[src/rtl/dehaze_pass_sequencer.sv]
// dehaze_pass_sequencer
//
// Runs the two-pass dehaze flow over one stored frame. Pass 1 streams the
// whole frame from the frame buffer into atmospheric light estimation (ALE)
// with te_en=0 and then waits for ALE's done flag. Pass 2 raises te_en,
// streams the same frame again into transmission estimation (TE) and counts
// the transmission beats until all N have been seen.
//
// Ports:
//   clk, rst      system clock, synchronous active-high reset
//   start         frame request, only honoured in IDLE
//   abort         synchronous abort back to IDLE from any busy state
//   mem_rd_en     frame-buffer read strobe
//   mem_rd_addr   linear read address 0..N-1
//   mem_rd_data   {R,G,B}, valid the cycle after mem_rd_en
//   pixel_out     pixel to ALE_TE_Top (mem_rd_data while pixel_valid)
//   pixel_valid   mem_rd_en delayed by one cycle
//   te_en         0 = ALE pass, 1 = TE pass
//   ale_done      ALE done flag
//   trans_valid   TE transmission output strobe
//   busy          high in every state except IDLE
//   frame_done    one-cycle pulse on successful completion
//   error         sticky timeout flag, cleared by the next accepted start
//   out_count     transmission beats counted in the current pass 2
module dehaze_pass_sequencer #(
    parameter int IMG_WIDTH  = 512,
    parameter int IMG_HEIGHT = 512,
    parameter int ADDR_W     = 18,
    parameter int ARM_CYCLES = 2,
    parameter int TIMEOUT    = 65535
) (
    input  logic              clk,
    input  logic              rst,
    input  logic              start,
    input  logic              abort,
    output logic              mem_rd_en,
    output logic [ADDR_W-1:0] mem_rd_addr,
    input  logic [23:0]       mem_rd_data,
    output logic [23:0]       pixel_out,
    output logic              pixel_valid,
    output logic              te_en,
    input  logic              ale_done,
    input  logic              trans_valid,
    output logic              busy,
    output logic              frame_done,
    output logic              error,
    output logic [ADDR_W:0]   out_count
);

    localparam int N       = IMG_WIDTH * IMG_HEIGHT;
    localparam int CNT_MAX = (TIMEOUT > ARM_CYCLES) ? TIMEOUT : ARM_CYCLES;
    localparam int CNT_W   = $clog2(CNT_MAX + 1);

    localparam logic [ADDR_W-1:0] LAST_ADDR = ADDR_W'(N - 1);
    localparam logic [ADDR_W:0]   FULL_CNT  = (ADDR_W + 1)'(N);
    localparam logic [CNT_W-1:0]  TMO_LAST  = CNT_W'(TIMEOUT - 1);
    localparam logic [CNT_W-1:0]  ARM_LAST  = CNT_W'(ARM_CYCLES - 1);

    typedef enum logic [2:0] {
        S_IDLE,
        S_ALE_PASS,
        S_ALE_WAIT,
        S_TE_ARM,
        S_TE_PASS,
        S_DRAIN,
        S_DONE
    } state_t;

    state_t           state;
    logic [CNT_W-1:0] cyc_cnt;
    logic             vld_p1;
    logic             te_window;

    // trans_valid only means something while TE is being fed or draining
    assign te_window = (state == S_TE_ARM) || (state == S_TE_PASS) || (state == S_DRAIN);

    always_ff @(posedge clk) begin
        if (rst) begin
            state       <= S_IDLE;
            cyc_cnt     <= '0;
            mem_rd_en   <= 1'b0;
            mem_rd_addr <= '0;
            te_en       <= 1'b0;
            busy        <= 1'b0;
            frame_done  <= 1'b0;
            error       <= 1'b0;
            out_count   <= '0;
        end else begin
            frame_done <= 1'b0;

            if (te_window && trans_valid && (out_count != FULL_CNT))
                out_count <= out_count + (ADDR_W + 1)'(1);

            if (abort && (state != S_IDLE)) begin
                // abort wins over every other transition; error is left as is
                state       <= S_IDLE;
                mem_rd_en   <= 1'b0;
                mem_rd_addr <= '0;
                te_en       <= 1'b0;
                busy        <= 1'b0;
            end else begin
                case (state)
                    S_IDLE: begin
                        te_en <= 1'b0;
                        if (start) begin
                            state       <= S_ALE_PASS;
                            mem_rd_en   <= 1'b1;
                            mem_rd_addr <= '0;
                            busy        <= 1'b1;
                            error       <= 1'b0;
                            out_count   <= '0;
                        end
                    end

                    S_ALE_PASS: begin
                        if (mem_rd_addr == LAST_ADDR) begin
                            state       <= S_ALE_WAIT;
                            mem_rd_en   <= 1'b0;
                            mem_rd_addr <= '0;
                            cyc_cnt     <= '0;
                        end else begin
                            mem_rd_addr <= mem_rd_addr + ADDR_W'(1);
                        end
                    end

                    S_ALE_WAIT: begin
                        // the first wait cycle still carries the final pass-1
                        // beat, so ALE cannot legitimately be done yet
                        if (ale_done && (cyc_cnt != '0)) begin
                            state   <= S_TE_ARM;
                            te_en   <= 1'b1;
                            cyc_cnt <= '0;
                        end else if (cyc_cnt == TMO_LAST) begin
                            state <= S_IDLE;
                            error <= 1'b1;
                            busy  <= 1'b0;
                        end else begin
                            cyc_cnt <= cyc_cnt + CNT_W'(1);
                        end
                    end

                    S_TE_ARM: begin
                        // te_en is up, give TE a few quiet cycles before pixels
                        if (cyc_cnt == ARM_LAST) begin
                            state       <= S_TE_PASS;
                            mem_rd_en   <= 1'b1;
                            mem_rd_addr <= '0;
                        end else begin
                            cyc_cnt <= cyc_cnt + CNT_W'(1);
                        end
                    end

                    S_TE_PASS: begin
                        if (mem_rd_addr == LAST_ADDR) begin
                            state       <= S_DRAIN;
                            mem_rd_en   <= 1'b0;
                            mem_rd_addr <= '0;
                            cyc_cnt     <= '0;
                        end else begin
                            mem_rd_addr <= mem_rd_addr + ADDR_W'(1);
                        end
                    end

                    S_DRAIN: begin
                        if (out_count == FULL_CNT) begin
                            state      <= S_DONE;
                            frame_done <= 1'b1;
                        end else if (cyc_cnt == TMO_LAST) begin
                            state <= S_IDLE;
                            error <= 1'b1;
                            busy  <= 1'b0;
                            te_en <= 1'b0;
                        end else begin
                            cyc_cnt <= cyc_cnt + CNT_W'(1);
                        end
                    end

                    S_DONE: begin
                        state <= S_IDLE;
                        te_en <= 1'b0;
                        busy  <= 1'b0;
                    end

                    default: begin
                        state     <= S_IDLE;
                        mem_rd_en <= 1'b0;
                        te_en     <= 1'b0;
                        busy      <= 1'b0;
                    end
                endcase
            end
        end
    end

    // ---- stage p1: frame-buffer data returns, beat presented downstream ----
    // A read issued in the abort cycle is dropped here so no stray beat leaks.
    always_ff @(posedge clk) begin
        if (rst)
            vld_p1 <= 1'b0;
        else
            vld_p1 <= mem_rd_en && !abort;
    end

    // The buffer already holds its data for exactly the beat cycle, so the
    // pixel is forwarded directly and zeroed outside a beat.
    assign pixel_valid = vld_p1;
    assign pixel_out   = vld_p1 ? mem_rd_data : 24'd0;

endmodule

[config.mk]
export PLATFORM = sky130hd
export DESIGN_NAME = dehaze_pass_sequencer
export DESIGN_NICKNAME = d
export VERILOG_FILES = /design/src/rtl/dehaze_pass_sequencer.sv
export SDC_FILE = /design/constraint.sdc
export NUM_CORES = 1
export LEC_CHECK = 0
export ABC_CLOCK_PERIOD_IN_PS = 3300
export CORE_ASPECT_RATIO = 1.4
export CORE_MARGIN = 4
export CORE_UTILIZATION = 31
export DETAILED_ROUTE_END_ITERATION = 8
export SETUP_SLACK_MARGIN = 0.02
export SYNTH_ARGS = -nofsm -noshare
export SYNTH_HDL_FRONTEND = slang
export SYNTH_SLANG_ARGS = --single-unit
[constraint.sdc]
create_clock -name clk -period 3.3 [get_ports clk]
set_input_delay 0.99 -clock clk [delete_from_list [all_inputs] [get_ports clk]]
set_output_delay 0.99 -clock clk [all_outputs]
set_load 0.02 [all_outputs]
## Yosys cells after proc, flatten, opt, wreduce, memory -nomap -nowiden

Cells that the tools add are included.

| storage, ports and cells | value |
|---|---|
| bits in registers | 62 |
| output and inout port bits | 67 |
| bits of input ports | 30 |

| cells by class | value |
|---|---|
| $add $sub $neg | 3 |
| bitwise operators | 4 |
| equal/unequal tests | 21 |
| muxes and demuxes | 41 |
| reduce and logical (&&, ||, !) cells | 26 |

Operators by type and width:

| operator | number |
|---|---|
| two-way mux 16 bit | 5 |
| two-way mux 19 bit | 4 |
| case mux 16 bit (4 select lines) | 1 |
| two-way mux 18 bit | 3 |
| case mux 18 bit (3 select lines) | 1 |
| two-way mux 24 bit | 1 |
| two-way mux 3 bit | 7 |
| adder 19 x 1 -> 19 bit (second input constant) | 1 |
| equality test 19 bit (second input constant) | 1 |
| inequality test 19 bit (second input constant) | 1 |
| adder 18 x 1 -> 18 bit (second input constant) | 1 |
| equality test 18 bit (second input constant) | 1 |
| case mux 3 bit (6 select lines) | 1 |
| adder 16 x 1 -> 16 bit (second input constant) | 1 |
| equality test 16 x 1 -> 1 bit (second input constant) | 1 |
| equality test 16 bit (second input constant) | 1 |
| AND reduction 4 bit | 4 |
| nonzero test 16 bit | 1 |
| two-way mux 1 bit | 14 |
| inequality test 2 bit (second input constant) | 6 |
| AND reduction 5 bit | 2 |
| equality test 3 bit (second input constant) | 3 |
| nonzero test 3 bit | 3 |
| OR reduction 3 bit | 3 |
| other kinds (13) | 28 |

## Depth between registers and ports, before layout

Gate-level depths: netlist of the first run.

| depth | value |
|---|---|
| depth after elaboration | 9 |
| depth in mapped cells | 11 |
| gate-level depth less buffers | 8 |

## Worst setup path before layout of the first run

OpenSTA, ideal clock, no wires.

| path | value |
|---|---|
| path type | register to register |
| from | register mem_rd_addr[0] |
| to | register cyc_cnt[4] |
| data arrival time | 2.603 ns |
| data required time | 3.230 ns |
| path buffers | 2 |
| cell stages (with the launch flop) | 10 |
| setup slack | 0.626 ns |
| cells stage by stage | dfxtp_1 > ha_1 > nand2_1 > or3_1 > o31ai_1 > o211a_1 > clkbuf_1 > clkbuf_1 > o211ai_1 > a21oi_1 |

| between the ends | value |
|---|---|
| longest elaborated chain between the ends | 3 |

RTL lines:

| item | line | source |
|---|---|---|
| from (decl) | 37 | `output logic [ADDR_W-1:0] mem_rd_addr,` |
| from (signal assigned) | 122 | `mem_rd_addr <= mem_rd_addr + ADDR_W'(1);` |
| from (signal assigned) | 160 | `mem_rd_addr <= mem_rd_addr + ADDR_W'(1);` |
| equality test 18 bit | 116, 154 |  |
| inequality test 2 x 1 -> 1 bit (no source line) | n/a |  |
| AND reduction 5 bit (no source line) | n/a |  |
| to (signal assigned) | 138 | `cyc_cnt <= cyc_cnt + CNT_W'(1);` |
| to (signal assigned) | 149 | `cyc_cnt <= cyc_cnt + CNT_W'(1);` |
| to (signal assigned) | 174 | `cyc_cnt <= cyc_cnt + CNT_W'(1);` |
| to (decl) | 70 | `logic [CNT_W-1:0] cyc_cnt;` |

No other way between the ends.
A chain may end at the register's enable or synchronous reset.

## Final worst setup path of the first run

| path | value |
|---|---|
| from | input mem_rd_data[5] |
| to | output pixel_out[5] |

| between the ends | value |
|---|---|
| longest elaborated chain between the ends | 1 |

RTL lines:

| item | line | source |
|---|---|---|
| from (decl) | 38 | `input logic [23:0] mem_rd_data,` |
| two-way mux 24 bit | 207 | `assign pixel_out = vld_p1 ? mem_rd_data : 24'd0;` |
| to (decl) | 39 | `output logic [23:0] pixel_out,` |

No other way between the ends.

==> out/summary.txt, run 1 <==
HP Class - reg -> reg
Core area - 11,820 um^2
Synth cell types - 60
Drt wl/cell - 15.11 um
Async set-reset flop share out of synthesis - 0%
GRT Total Usage - 16.78%
Ant diodes - 0
Yosys warning count - 0
Drt first pass iters - 4
Placement Rows - 47
Final Hold Fails - 0
CTS clock-pin slew for the worst setup and hold paths - 0.05 ns
RSZ-0062 raised after global routing - false
Routed wire length - 11.23 mm
Max Slew Vio Count - 0
DRC errors left - 0
Synth top area cells - dfxtp_1, a21oi_1, nor2_1
Setup Fix Bufs, Post-CTS - 0
Main synth FF type - dfxtp_1
Mean Syn Cell Area - 7.537 um^2
Share of cells above drive strength 1 - 7.047%
Post-CTS Resized - 0
EDFF count, synth - 0
TritonCTS clock tree - done
Iteration-0 DRC Markers - 146
F_max - 0.3156 GHz
WL met2 - 5.892 mm
Initial antenna violation count - 0
Setup violators final - 0
Worst-Margin Slew - 1.056 ns
Die height - 137.9 um
Final Cycle Share - 96.01%
Critical path buffers and inverters - 2
CTS H-tree lvls - 3
Max_slew headroom - 28.65%
First-pass GRT wire length - 18.90 mm
Crit path max-delay family - buffers and inverters
Skew-Pair Late Insertion Delay - 0.33 ns
PD cells - 533.7 nW/um^2
Critical Path RT - 2.31 ns
Clock sink total - 62
CP peak stage delay - 0.61 ns
Nets - 628
Number of global-route vias before repair - 3,864
Seq cells post-synth - 62
Initial cell density of the core - 31.63%
Metal-1 WL - 4.622 mm
Inserted Clock Buffers - 9
# fillers - 1,197
Hold buffers post-CTS - 0
Place WS - 0.1272 ns
I/O Buffers - 96
Met3 WL post-DR - 499 um
Area grow syn2layout - 38.72%
Leakage - 0.001710 uW
Max_cap viols - 0
Mapped Cells - 496
Routed Antenna Nets - 0
GPL Wtd Cong - 0.8517
Slowest CP cell - clkdlybuf4s50_1
Top-count cell post-synth - dfxtp_1
Die Wd - 100.8 um
I/O pin cnt - 97
Clk buf depth - 2
Setup CP Type - in -> out
Area leader, netlist - dfxtp_1
Vias per inst - 5.384
Mapped cell area - 3739 um^2
CP Cell Sequence - clkdlybuf4s50_1 > and2_1 > clkdlybuf4s50_1
Outcome - complete, no violations
Sequential-to-total area share from yosys stat - 33.20%
Most common cell type on the critical path - clkdlybuf4s50_1
Uppermost routed layer - met4
Max VDD drop - 0.2869 mV
Total power - 2768 uW
Minimum clock period - 3.168 ns
Max Clock Skew - 0.005271 ns
Crit path max fanout - 1
Detailed Place HPWL - 8.430 mm
CP Capture Type - primary output
Commonest cells in the netlist - dfxtp_1, nor2_1, a21oi_1, nand2_1, o21ai_0
Setup ws final - 0.1317 ns
Crit path launch type - input port
CP Data Arrival Time - 2.18 ns
Root buffer cell - clkbuf_16
Die area - 13,910 um^2
Syn nets - 533
Largest net degree at the start of global routing - 26
Top cell type's share of synthesized area - 33.20%
Vias - 4,000
Setup TNS - 0 ns
Remaining Overflow, GRT - 0
sequential cells by signal, indices dropped and copies added, names as in the netlist:
signal / count
cyc_cnt: 16
state: 3
frame_done: 1
error: 1
te_en: 1
out_count: 19
mem_rd_en: 1
mem_rd_addr: 18
busy: 1
pixel_valid: 1
worst paths after layout:
kind                       start              to  slack [ns]  cells past startpoint
setup / recovery  mem_rd_data[5]    pixel_out[5]        0.13                      3
hold / removal     out_count[18]   out_count[18]        0.50                      2
setup reg to reg      cyc_cnt[1]  mem_rd_addr[5]        0.43                      8
hold reg to reg    out_count[18]   out_count[18]        0.50                      2
per-layer routing:
| metal | global-route usage (%) | up-vias |
|---|---|---|
| li1 | - | 1989 |
| met1 | 19.56 | 1898 |
| met2 | 29.41 | 95 |
| met3 | 3.976 | 18 |
| met4 | 6.517 | 0 |
| met5 | 0 | - |
metrics by stage:
stage                     instance area (um^2)  std cells  util, %  hold slack, ns
after floorplan                           3739        496        -          0.4736
after global placement                    4883        727    41.31          0.4897
after detailed placement                  4883        727    41.31          0.4931
after CTS                                 5186        743    43.88          0.5032
after global routing                      5186        743    43.88          0.5416
final                                     5186        743    43.88          0.5020
kinds of logic (layout without fill, tap and decap cells):
kind of cell	Yosys count	count (layout)	synth area share, %
adder cells (fa/ha/maj)	7	7	2.343
flip-flops	62	62	33.20
AO/OA/AOI/OAI	128	128	21.55
XOR/XNOR	22	22	5.154
buffers and inverters	40	140	4.116
AND/OR/NAND/NOR	237	237	33.64
cell type report:
| cell class | count | area [um^2] | area share (%) |
|---|---|---|---|
| Inverter | 15 | 56.30 | 1.086 |
| Tap cell | 147 | 183.9 | 3.546 |
| Clock buffer | 13 | 260.3 | 5.018 |
| Sequential cell | 62 | 1241 | 23.93 |
| Multi-Input combinational cell | 394 | 2344 | 45.19 |
| Clock inverter | 3 | 42.54 | 0.8203 |
| Timing Repair Buffer | 109 | 1059 | 20.41 |
worst reg2reg max path: cells and delay by family, from the launching register on:
| kind | cells | cell delay [ns] |
|---|---|---|
| buffers and inverters | 1 | 0.12 |
| AO/OA/AOI/OAI | 2 | 0.74 |
| adder cells (fa/ha/maj) | 1 | 0.14 |
| AND/OR/NAND/NOR | 4 | 1.42 |
| flip-flops | 1 | 0.38 |
cell usage in the layout, fill, tap and decap left out, types with 6 or more instances in the layout:
| cell | count |
|---|---|
| xnor2_1 | 8 |
| inv_1 | 15 |
| or3_1 | 18 |
| o211ai_1 | 6 |
| clkbuf_16 | 9 |
| o21ai_0 | 33 |
| nand4_1 | 16 |
| a31oi_1 | 7 |
| dfxtp_1 | 62 |
| buf_4 | 13 |
| ha_1 | 7 |
| xor2_1 | 14 |
| and3_1 | 6 |
| nor3_1 | 15 |
| and2_1 | 26 |
| nand2b_1 | 8 |
| nor4_1 | 7 |
| nor2_1 | 57 |
| clkdlybuf4s50_1 | 96 |
| nand3_1 | 21 |
| nand2_1 | 40 |
| a21oi_1 | 44 |
where the power goes:
part | internal, uW | total (uW) | switching, uW
clock network | 625 | 959 | 335
logic | 383 | 945 | 563
registers | 786 | 863 | 77.1
total | 1790 | 2770 | 974
Note: power is estimated with default switching activity, not from simulation.
==> run 2: changes to the inputs <==
Settings changed: CORE_UTILIZATION 31 to 49, CTS_BUF_LIST from default to sky130_fd_sc_hd__clkbuf_8 sky130_fd_sc_hd__clkbuf_16, PLACE_DENSITY from default to 0.8, SLEW_MARGIN from default to 30.
==> run 2 against run 1 <==
- register-to-register slack about the same
- worst setup slack lost 0.0080 ns
- non-clock buffer count shrank 3
- cell area decreased by 3.2%
- via count rose by 1.7%
- largest power group is now combinational cells
- sequential share of layout area increased by 0.79 points
- clock-buffer cell count fell by 4
==> out/summary.txt, run 2 (synthesized netlist as in run 1, its figures left out) <==
Outcome - complete, no violations
Switch Pwr - 955.6 uW (-1.9%)
GRT Total Usage - 25.20% (+8.4 points)
Ant diodes - 0 (unchanged)
Core area - 7407 um^2 (-37%)
TritonCTS clock tree - done
Largest net degree at the start of global routing - 26 (unchanged)
Drt wl/cell - 16.26 um (+7.6%)
# fillers - 639 (-47%)
HP Class - reg -> reg
Largest register FFs - 19 (unchanged)
Reg2reg end - cyc_cnt[9]
CP Data Arrival Time - 2.19 ns (about the same)
First-pass GRT wire length - 18.58 mm (-1.7%)
Setup CP Type - in -> out
F_max - 0.3148 GHz (-0.25%)
Nets - 625 (-0.48%)
Drt first pass iters - 5 (+1)
Worst-Margin Slew - 0.7026 ns (-0.3538 ns)
Critical Path Sink - pixel_out[0]
CTS H-tree lvls - 3 (unchanged)
Max_cap viols - 0 (unchanged)
Minimum clock period - 3.176 ns (+0.007964 ns)
Remaining Overflow, GRT - 0 (unchanged)
Leakage - 0.001665 uW (-2.6%)
Max_slew headroom - 53.10% (+24 points)
Critical Path RT - 2.31 ns (about the same)
Clk pwr share - 28.9% (-5.8 points)
CTS clock-pin slew for the worst setup and hold paths - 0.08 ns (+0.03 ns)
Initial antenna violation count - 0 (unchanged)
Number of global-route vias before repair - 3,977 (+2.9%)
Max Slew Vio Count - 0 (unchanged)
RSZ-0062 raised after global routing - false
Final Hold Fails - 0 (unchanged)
Total power - 2528 uW (-8.7%)
Crit path launch type - input port
Placement Rows - 37 (-21%)
Slowest CP cell - clkdlybuf4s50_1
Vias - 4,069 (+1.7%)
Post-CTS Resized - 0 (unchanged)
Detailed Place HPWL - 8.269 mm (-1.9%)
Max VDD drop - 0.3863 mV (+35%)
Clock sink total - 62 (unchanged)
Skew-Pair Late Insertion Delay - 0.34 ns (about the same)
Iteration-0 DRC Markers - 167 (+14%)
Sequential share of power - 34.7% (+3.5 points)
Die Wd - 81.82 um (-19%)
I/O pin cnt - 97 (unchanged)
Commonest cells after routing, fill and taps aside - clkdlybuf4s50_1, dfxtp_1, nor2_1
CP Launch Point - mem_rd_data[0]
Worst R2R Setup Slack - 0.42 ns (about the same)
Routed Antenna Nets - 0 (unchanged)
Internal power - 1572 uW (-12%)
Die area - 9111 um^2 (-34%)
Vias per inst - 5.897 (+9.5%)
Setup violators final - 0 (unchanged)
Most common cell type on the critical path - clkdlybuf4s50_1
Largest reg by FF count - out_count
Setup TNS - 0 ns (unchanged)
Inserted Clock Buffers - 9 (unchanged)
Hold buffers post-CTS - 0 (unchanged)
GPL Wtd Cong - 0.9686 (+14%)
Design Area, Final - 5020 um^2 (-3.2%)
Routed wire length - 11.22 mm (about the same)
CP peak stage delay - 0.61 ns (about the same)
CP Capture Type - primary output
Placed instance area - 4798 um^2 (-1.7%)
Share of cells above drive strength 1 - 6.914% (-0.13 points)
Switching Share - 37.80% (+2.6 points)
Final Core Density - 67.77% (+24 points)
CP Cell Sequence - clkdlybuf4s50_1 > and2_1 > clkdlybuf4s50_1
Worst hold margin - 0.5097 ns (+0.007640 ns)
Largest regs - out_count (19), mem_rd_addr (18), cyc_cnt (16)
Combinational power share - 36.4% (+2.2 points)
Final Cycle Share - 96.25% (+0.24 points)
Root buffer cell - clkbuf_8
R2r worst-path depth - 8 (unchanged)
Setup Fix Bufs, Post-CTS - 0 (unchanged)
Initial cell density of the core - 50.47% (+19 points)
I/O Buffers - 96 (unchanged)
Crit path max fanout - 1 (unchanged)
Commonest non-fill, non-tap cell in the layout - clkdlybuf4s50_1
Clk buf depth - 2 (unchanged)
Area grow syn2layout - 34.27%
PD cells - 503.5 nW/um^2 (-5.6%)
Die height - 111.4 um (-19%)
Max Clock Skew - 0.01299 ns (+0.007722 ns)
DRC errors left - 0 (unchanged)
RR Startpoint - cyc_cnt[1]
-- run 2: changes by cell type in the layout (fill, tap and decap cells not counted), sizes merged --
cell,previous run,this run
bufinv,1,2
clkinv,1,3
inv,15,16
buf,13,10
clkbuf,13,9
-- run 2: metal layers --
metal | vias up | share of wire, % | routed length, um | track usage [%]
met5 | - | 0 | 0 | 0
met4 | 0 | 3.0 | 334 | 10.64
met3 | 41 | 4.9 | 545 | 5.583
met2 | 146 | 53 | 5937 | 43.12
met1 | 1901 | 39 | 4404 | 29.47
li1 | 1981 | - | - | -
-- run 2: power groups by stage --
stage          Sequential, uW  Combinational, uW  Clock, uW
2_1_floorplan             854                629          0
3_3_place_gp              889                879          0
3_5_place_dp              892                903          0
4_1_cts                   874                909        745
5_1_grt                   887               1010        777
6_report                  877                920        731
-- run 2: layout make-up --
cell class | count | area [um^2] | area share (%)
multi-input combinational | 394 | 2351 | 46.83
timing repair buffer | 106 | 1036 | 20.64
clock inverter | 7 | 90.09 | 1.795
inverter | 15 | 56.30 | 1.122
tap | 97 | 121.4 | 2.418
sequential | 62 | 1241 | 24.73
clock buffer | 9 | 123.9 | 2.468
-- run 2: worst max-delay path: cells and delay by family --
family,cells,cell delay [ns]
simple gates,1,0.13
buf+inv,2,1.07
-- run 2: worst min path at each step --
| stage | from | endpoint | slack (ns) | cells past startpoint |
|---|---|---|---|---|
| after detailed placement | out_count[18] | out_count[18] | 0.50 | 2 |
| after global placement | out_count[1] | out_count[1] | 0.49 | 2 |
| after CTS | out_count[18] | out_count[18] | 0.51 | 2 |
| final | out_count[18] | out_count[18] | 0.51 | 2 |
| after global routing | cyc_cnt[9] | cyc_cnt[9] | 0.55 | 2 |
| after floorplan | cyc_cnt[11] | cyc_cnt[11] | 0.47 | 2 |
-- run 2: stage by stage --
| step | cells | setup WS [ns] |
|---|---|---|
| CTS | 690 | 0.1087 |
| floorplan | 496 | 0.6263 |
| finish | 690 | 0.1237 |
| global route | 690 | 0.08284 |
| global placement | 674 | 0.1244 |
| detailed placement | 674 | 0.1109 |
